**src/rtl/fft_pkg.sv**
```systemverilog
// Shared types and helpers for the FFT frame feeder.
// Latency: n/a (package only).
// Backpressure: n/a (package only).
package fft_pkg;

    localparam int W_DEF     = 11;
    localparam int LOG2N_DEF = 6;
    localparam int IDX_MAX_W = 16;   // widest index bitrev_idx can handle

    typedef struct packed {
        logic signed [W_DEF-1:0] re;
        logic signed [W_DEF-1:0] im;
    } cplx_t;

    typedef enum logic {
        RD_IDLE = 1'b0,
        RD_READ = 1'b1
    } rd_state_t;

    // Reverses the low n bits of v; bits at and above n come back zero.
    // Shifting keeps every bit select at a constant position.
    function automatic logic [IDX_MAX_W-1:0] bitrev_idx(input logic [IDX_MAX_W-1:0] v,
                                                       input int n);
        logic [IDX_MAX_W-1:0] src;
        logic [IDX_MAX_W-1:0] res;
        src = v;
        res = '0;
        for (int i = 0; i < IDX_MAX_W; i++) begin
            if (i < n) begin
                res = {res[IDX_MAX_W-2:0], src[0]};
                src = src >> 1;
            end
        end
        return res;
    endfunction

endpackage

```
**src/rtl/fft_feed_ram.sv**
```systemverilog
// Simple dual-port RAM: one write port, one registered read port with read enable.
// Latency: read data appears one cycle after an enabled read; write is immediate.
// Backpressure: none; holding re low freezes rdata.
// Ports: clk/rst, we/waddr/wdata (write), re/raddr (read request), rdata (registered).
module fft_feed_ram #(
    parameter int AW = 7,
    parameter int DW = 22
) (
    input  logic          clk,
    input  logic          rst,
    input  logic          we,
    input  logic [AW-1:0] waddr,
    input  logic [DW-1:0] wdata,
    input  logic          re,
    input  logic [AW-1:0] raddr,
    output logic [DW-1:0] rdata
);

    logic [DW-1:0] mem [2**AW];

    always_ff @(posedge clk) begin
        if (we) begin
            mem[waddr] <= wdata;
        end
    end

    // Read register doubles as the feeder's output data register, so it resets
    // to zero and only updates when a new word is issued.
    always_ff @(posedge clk) begin
        if (rst) begin
            rdata <= '0;
        end else if (re) begin
            rdata <= mem[raddr];
        end
    end

endmodule

```
**src/rtl/fft_frame_feeder.sv**
```systemverilog
// Ping-pong frame buffer: collects N complex samples per bank, replays each full bank as a burst.
// Latency: last sample accepted at edge k -> out_valid/out_sof after edge k+2 (reader idle).
// Backpressure: out_ready=0 freezes the output word; input samples arriving at a full bank are dropped (ovf).
// Ports: clk/rst; in_valid/in_re/in_im sample in; bitrev selects readout order of the next frame;
//        out_valid/out_ready handshake with out_re/out_im/out_idx/out_sof/out_eof; ovf pulse, ovf_cnt count.
module fft_frame_feeder
    import fft_pkg::*;
#(
    parameter int W     = W_DEF,
    parameter int LOG2N = LOG2N_DEF,
    parameter int OVF_W = 16
) (
    input  logic             clk,
    input  logic             rst,
    input  logic             in_valid,
    input  logic [W-1:0]     in_re,
    input  logic [W-1:0]     in_im,
    input  logic             bitrev,
    input  logic             out_ready,
    output logic             out_valid,
    output logic [W-1:0]     out_re,
    output logic [W-1:0]     out_im,
    output logic [LOG2N-1:0] out_idx,
    output logic             out_sof,
    output logic             out_eof,
    output logic             ovf,
    output logic [OVF_W-1:0] ovf_cnt
);

    logic [1:0]       full;
    logic             wr_bank;
    logic [LOG2N-1:0] wr_idx;
    logic             rd_bank;
    logic [LOG2N:0]   rd_idx;     // extra MSB marks "all N addresses issued"
    logic             mode;
    rd_state_t        state;
    rd_state_t        state_nxt;
    logic             rd_start;
    logic             rd_issue;
    logic             rd_done;
    logic             wr_acc;
    logic [LOG2N-1:0] rd_addr;
    logic [2*W-1:0]   rd_dat;

    // Last word of the frame leaves the output register this edge.
    assign rd_done  = (state == RD_READ) && rd_idx[LOG2N] && out_valid && out_ready;
    // Issue a new RAM read when the output register is empty or being consumed.
    assign rd_issue = (state == RD_READ) && !rd_idx[LOG2N] && (!out_valid || out_ready);
    // A bank being released this very edge is writable (clear wins over overflow).
    assign wr_acc   = in_valid && (!full[wr_bank] || (rd_done && (rd_bank == wr_bank)));

    assign rd_addr = mode ? LOG2N'(bitrev_idx(16'(rd_idx[LOG2N-1:0]), LOG2N))
                          : rd_idx[LOG2N-1:0];

    always_comb begin
        state_nxt = state;
        rd_start  = 1'b0;
        case (state)
            RD_IDLE: begin
                if (full[rd_bank]) begin
                    state_nxt = RD_READ;
                    rd_start  = 1'b1;
                end
            end
            RD_READ: begin
                if (rd_done) begin
                    state_nxt = RD_IDLE;
                end
            end
        endcase
    end

    always_ff @(posedge clk) begin
        if (rst) begin
            state     <= RD_IDLE;
            full      <= '0;
            wr_bank   <= 1'b0;
            wr_idx    <= '0;
            rd_bank   <= 1'b0;
            rd_idx    <= '0;
            mode      <= 1'b0;
            out_valid <= 1'b0;
            out_idx   <= '0;
            out_sof   <= 1'b0;
            out_eof   <= 1'b0;
            ovf       <= 1'b0;
            ovf_cnt   <= '0;
        end else begin
            state <= state_nxt;

            if (rd_start) begin
                mode   <= bitrev;
                rd_idx <= '0;
            end else if (rd_issue) begin
                rd_idx <= rd_idx + 1'b1;
            end

            if (rd_issue) begin
                out_valid <= 1'b1;
                out_idx   <= rd_addr;
                out_sof   <= (rd_idx == '0);
                out_eof   <= (rd_idx[LOG2N-1:0] == '1);
            end else if (out_valid && out_ready) begin
                out_valid <= 1'b0;
                out_sof   <= 1'b0;
                out_eof   <= 1'b0;
            end

            if (rd_done) begin
                full[rd_bank] <= 1'b0;
                rd_bank       <= ~rd_bank;
            end

            // Placed after the clear so a completing writer would win on the same bank.
            if (wr_acc) begin
                wr_idx <= wr_idx + 1'b1;
                if (wr_idx == '1) begin
                    full[wr_bank] <= 1'b1;
                    wr_bank       <= ~wr_bank;
                end
            end

            ovf <= in_valid && !wr_acc;
            if (in_valid && !wr_acc && (ovf_cnt != '1)) begin
                ovf_cnt <= ovf_cnt + 1'b1;
            end
        end
    end

    fft_feed_ram #(
        .AW (LOG2N + 1),
        .DW (2 * W)
    ) u_ram (
        .clk   (clk),
        .rst   (rst),
        .we    (wr_acc),
        .waddr ({wr_bank, wr_idx}),
        .wdata ({in_re, in_im}),
        .re    (rd_issue),
        .raddr ({rd_bank, rd_addr}),
        .rdata (rd_dat)
    );

    assign out_re = rd_dat[2*W-1:W];
    assign out_im = rd_dat[W-1:0];

endmodule

```
**config.mk**
```make
export PLATFORM = sky130hd
export DESIGN_NAME = fft_frame_feeder
export DESIGN_NICKNAME = d
export VERILOG_FILES = /design/src/rtl/fft_pkg.sv /design/src/rtl/fft_feed_ram.sv /design/src/rtl/fft_frame_feeder.sv
export SDC_FILE = /design/constraint.sdc
export NUM_CORES = 2
export LEC_CHECK = 0
export BUFFER_PORTS_ARGS = -buffer_cell sky130_fd_sc_hd__buf_2
export CAP_MARGIN = 20
export CORE_MARGIN = 2
export CORE_UTILIZATION = 50
export CTS_CLUSTER_DIAMETER = 50
export CTS_CLUSTER_SIZE = 10
export DETAILED_ROUTE_END_ITERATION = 10
export PLACE_DENSITY = 0.7
export SETUP_SLACK_MARGIN = 0.05
export SLEW_MARGIN = 40
export SYNTH_ARGS = -nofsm -noshare
export SYNTH_HDL_FRONTEND = slang
export SYNTH_SLANG_ARGS = --single-unit
```
**constraint.sdc**
```tcl
create_clock -name clk -period 5.59 [get_ports clk]
set_input_delay 0.2795 -clock clk [delete_from_list [all_inputs] [get_ports clk]]
set_output_delay 0.2795 -clock clk [all_outputs]
set_load 0.03 [all_outputs]
```
==> summary.md <==
| Metric | Value |
|---|---|
| Outcome | `complete, but fails checks` |
| Violated checks | `antenna rules` |
| Wire length of the first global-routing pass | `around 500000 µm` |
| Final Hold Viols | `0` |
| Highest clock frequency the design can meet | `~210 MHz` |
| Clock tree sinks | `slightly below 3000` |
| Antenna violation net count after detailed routing | `1` |
| Maximum number of pins on one net before global-route repair | `around 120` |
| Weighted congestion reported at the end of routability-driven placement | `about 0.94` |
| Worst rel slew slack | `between 30% and 40%` |
| Post-route DRC | `0` |
| Post-synthesis compound-gate area fraction | `about 6%` |
| Standby leakage power | `between 0.04 and 0.05 µW` |
| Reg-to-Reg End | `u_ram.rdata[9]` |
| CTS tree | `done` |
| Die Area | `about 230000 µm²` |
| Mux contribution to synthesized area | `under 10%` |
| Post-synth net total | `7461` |
| Share of post-route cells with drive strength above 1 | `14.1%` |
| Capturing instance or port of the critical path | `u_ram.rdata[9]` |
| Drt wl/cell | `approximately 32 µm` |
| Crit path launch | `rd_idx[0]` |
| XOR/XNOR Fraction of Synth Area | `0.186%` |
| Final count of pins violating max slew | `0` |
| Synth Flop Type | `sky130_fd_sc_hd__edfxtp_1` |
| Die Span Y | `480 µm` |
| Source-to-sink clock delay at the later pin of the worst-skew pair | `a little under 1 ns` |
| HPWL after detailed placement | `205000 µm` |
| Final Cycle Share | `86.3%` |
| Overall routing resource usage | `between 30% and 40%` |
| # IOs | `75` |
| Cell type contributing the most total cell area after synthesis | `sky130_fd_sc_hd__edfxtp_1` |
| YS warnings | `0` |
| Data arrival, critical path | `around 5.6 ns` |
| First-iteration detailed-routing DRC count | `between 10000 and 15000` |
| Maximum level of the CTS H-tree | `5` |
| EDFF count, synth | `~2800` |
| Top area cells in the synthesized netlist | `sky130_fd_sc_hd__edfxtp_1 75%, sky130_fd_sc_hd__mux2i_1 4.8%, sky130_fd_sc_hd__nand2_1 4.7%` |
| Remaining global-route overflow | `0` |
| Register-to-Register Path Depth | `11` |
| Antenna violations before repair | `23` |
| Synthesized cell area | `113000 µm²` |
| Min Tclk post-route | `around 4.8 ns` |
| Site Rows | `approximately 170` |
| Layout overhead on the synthesized area | `14.0%` |
| Number of storage elements in the synthesis netlist | `approximately 2900` |
| Share of the synthesized area in the top cell type | `between 70% and 80%` |
| Distinct cell type count after synthesis | `70` |
| Dominant combinational cell family by area after synthesis | `simple AND/OR/NAND/NOR gates` |
| FF-to-FF setup slack | `~0.77 ns` |
| Worst-case vdd ir drop | `0.295 mV` |
| Cell at the root of the clock tree | `sky130_fd_sc_hd__clkbuf_16` |
| Vias in the first global route | `68500` |
| Critical path launch point type | `register` |
| Synth Area in Simple Gates | `~8.7%` |
| Post-CTS setup buffer count | `0` |
| Number of buffers created by CTS | `about 340` |
| Class of the most critical setup path | `reg2reg` |
| Gate count of the mapped netlist | `about 7400` |
| Synthesized area per cell | `around 15 µm²` |
| Area of the core | `~220000 µm²` |
| Total of endpoints with negative setup slack in the final report | `0` |
| Worst Path Required | `around 6.4 ns` |
| Nets | `~8000` |
| Sum of negative setup slack | `0 ns` |
| Worst min path class | `in2reg` |
| Final core utilization | `a little under three fifths` |
| Vias | `between 70000 and 80000` |
| Power density relative to cell area | `between 300 and 400 nW/µm²` |
| Post-DR vias/cell | `around 6.6` |
| Critical register-to-register path startpoint | `rd_idx[0]` |
| Number of inserted filler cells in the final layout | `16800` |
| Die Width | `480 µm` |
| CP endpoint kind | `register` |
| Clock tree buffer depth | `4` |
| Max Fanout on Critical Path | `66` |
| Actual slew at the worst max-slew pin | `1.01 ns` |
| Count of input and output buffers | `74` |
| Sequential fraction of the synthesis area | `between 70 and 80%` |
| Initial Util | `~50%` |
| Worst-path clk slew | `roughly 0.060 ns` |
| Final setup skew | `a little under 0.08 ns` |
| Proportion of register bits with asynchronous set or reset after synthesis | `0%` |
| Setup repair after global routing missed its margin | `false` |
| Total iterations of the first detailed-routing run | `7` |
| Total wire length | `around 350000 µm` |
| Post-synthesis adder-cell area fraction | `less than 1%` |
| Max-cap check violation count | `0` |
==> repair_timing <==
| item | in CTS | in global routing |
|---|---|---|
| hold buffers | 28 | 1 |
| endpoints found under the hold margin | 1075 | 72 |
| endpoints found under the setup margin | 0 | 0 |
| resized for setup | 0 | 0 |
==> metrics by stage <==
step	instance area, µm²	worst slack, ns	total power (µW)	cells	hold WS, ns
6_report	129000	0.768	43800	10900	0.264
4_1_cts	129000	0.736	43800	10900	0.00509
5_1_grt	129000	0.935	44700	10900	0.276
3_3_place_gp	119000	0.254	24700	10400	0.481
3_5_place_dp	119000	0.784	24800	10400	0.499
2_1_floorplan	113000	1.44	24300	7430	0.378
==> worst min path at each step <==
stage / startpoint / endpoint / slack (ns) / depth (start not counted)
after detailed placement: out_idx[2] / out_idx[2] / 0.50 / 2
after global routing: out_ready / out_valid / 0.28 / 4
after global placement: ovf_cnt[5] / ovf_cnt[5] / 0.48 / 2
final: out_ready / out_valid / 0.26 / 4
after floorplan: in_im[0] / u_ram.mem[0][0] / 0.38 / 0
after CTS: in_re[1] / u_ram.mem[98][12] / 0.005 / 1
==> power by group <==
part | leakage, µW | internal, µW | switching, µW
Sequential | 0.0259 | 23800 | 10.3
Clock | 0.00454 | 11400 | 8020
Combinational | 0.0106 | 71.6 | 508
Total | 0.0410 | 35200 | 8540
==> layer usage <==
metal	GRT usage [%]	vias up	share of wire, %
met5	0	-	0.016
li1	-	29300	-
met4	17.0	10	6.5
met2	46.4	5552	46
met3	6.44	1038	13
met1	40.1	36200	35
==> final cells by class <==
cell class	instances	area (µm²)	share of cell area (%)
clock buffers	452	9170	7.11
repair buffers	491	4330	3.36
clock inverters	15	189	0.146
flip-flops and latches	2883	85900	66.6
well taps	2992	3740	2.90
inverters	12	45.0	0.0349
multi-input cells	4065	25600	19.9
diodes	11	27.5	0.0213
==> placed cells by master, fill, tap and decap left out, drive strengths merged, types with 76 or more instances in the layout <==
cell type,netlist,routed
edfxtp,2816,2816
nor2,206,206
o22ai,86,86
mux2i,548,548
and3,76,76
nand2,1406,1406
clkbuf,225,452
o221ai,220,220
mux4,104,104
nor3,92,92
nand3,409,409
buf,245,462
a31oi,94,94
a21oi,414,414
o21ai,95,95
==> Yosys cell counts (10+ instances only) <==
cell / n
sky130_fd_sc_hd__o211ai_1: 12
sky130_fd_sc_hd__a211oi_1: 29
sky130_fd_sc_hd__mux2i_1: 547
sky130_fd_sc_hd__nand3_1: 409
sky130_fd_sc_hd__buf_2: 111
sky130_fd_sc_hd__o31ai_1: 10
sky130_fd_sc_hd__o22ai_1: 86
sky130_fd_sc_hd__a311oi_1: 11
sky130_fd_sc_hd__buf_1: 40
sky130_fd_sc_hd__mux4_2: 104
sky130_fd_sc_hd__nor4_1: 40
sky130_fd_sc_hd__xor2_1: 14
sky130_fd_sc_hd__o21ai_0: 94
sky130_fd_sc_hd__and3_1: 76
sky130_fd_sc_hd__a31oi_1: 94
sky130_fd_sc_hd__dfxtp_1: 67
sky130_fd_sc_hd__clkbuf_1: 225
sky130_fd_sc_hd__nand4_1: 35
sky130_fd_sc_hd__xnor2_1: 10
sky130_fd_sc_hd__inv_1: 11
sky130_fd_sc_hd__nand2_1: 1406
sky130_fd_sc_hd__nor2_1: 206
sky130_fd_sc_hd__a2111oi_0: 27
sky130_fd_sc_hd__edfxtp_1: 2816
sky130_fd_sc_hd__buf_6: 17
sky130_fd_sc_hd__a21oi_1: 414
sky130_fd_sc_hd__o221ai_1: 220
sky130_fd_sc_hd__nor3_1: 92
sky130_fd_sc_hd__buf_4: 77
==> cell families (layout without fill, tap and decap cells) <==
| logic type | Yosys count | after routing |
|---|---|---|
| flip-flops | 2883 | 2883 |
| AND/OR/NAND/NOR | 2309 | 2309 |
| multiplexers | 657 | 657 |
| buffers and inverters | 482 | 970 |
| other | 0 | 11 |
| AO/OA/AOI/OAI | 1071 | 1071 |
| XOR/XNOR | 24 | 24 |
| adder cells (fa/ha/maj) | 4 | 4 |
==> worst max-delay path, stage by stage (launching register included) <==
cell and delay, ns:
sky130_fd_sc_hd__dfxtp_1 0.66, sky130_fd_sc_hd__mux2_8 0.80, sky130_fd_sc_hd__buf_12 0.31, sky130_fd_sc_hd__buf_12 0.30, sky130_fd_sc_hd__buf_4 0.28, sky130_fd_sc_hd__nand2_1 0.07
sky130_fd_sc_hd__and3_1 0.17, sky130_fd_sc_hd__a31oi_1 0.23, sky130_fd_sc_hd__o22ai_1 0.11, sky130_fd_sc_hd__o21ai_0 0.74, sky130_fd_sc_hd__nand4_1 0.62, sky130_fd_sc_hd__o21ai_0 0.37
==> flip-flops by register name, indices dropped and copies added (netlist names), 2 cells and up <==
register / flops
full: 2
out_idx: 6
ovf_cnt: 16
rd_idx: 7
u_ram.mem: 2816
u_ram.rdata: 22
wr_idx: 6
Power figures use the tool's default switching activity.
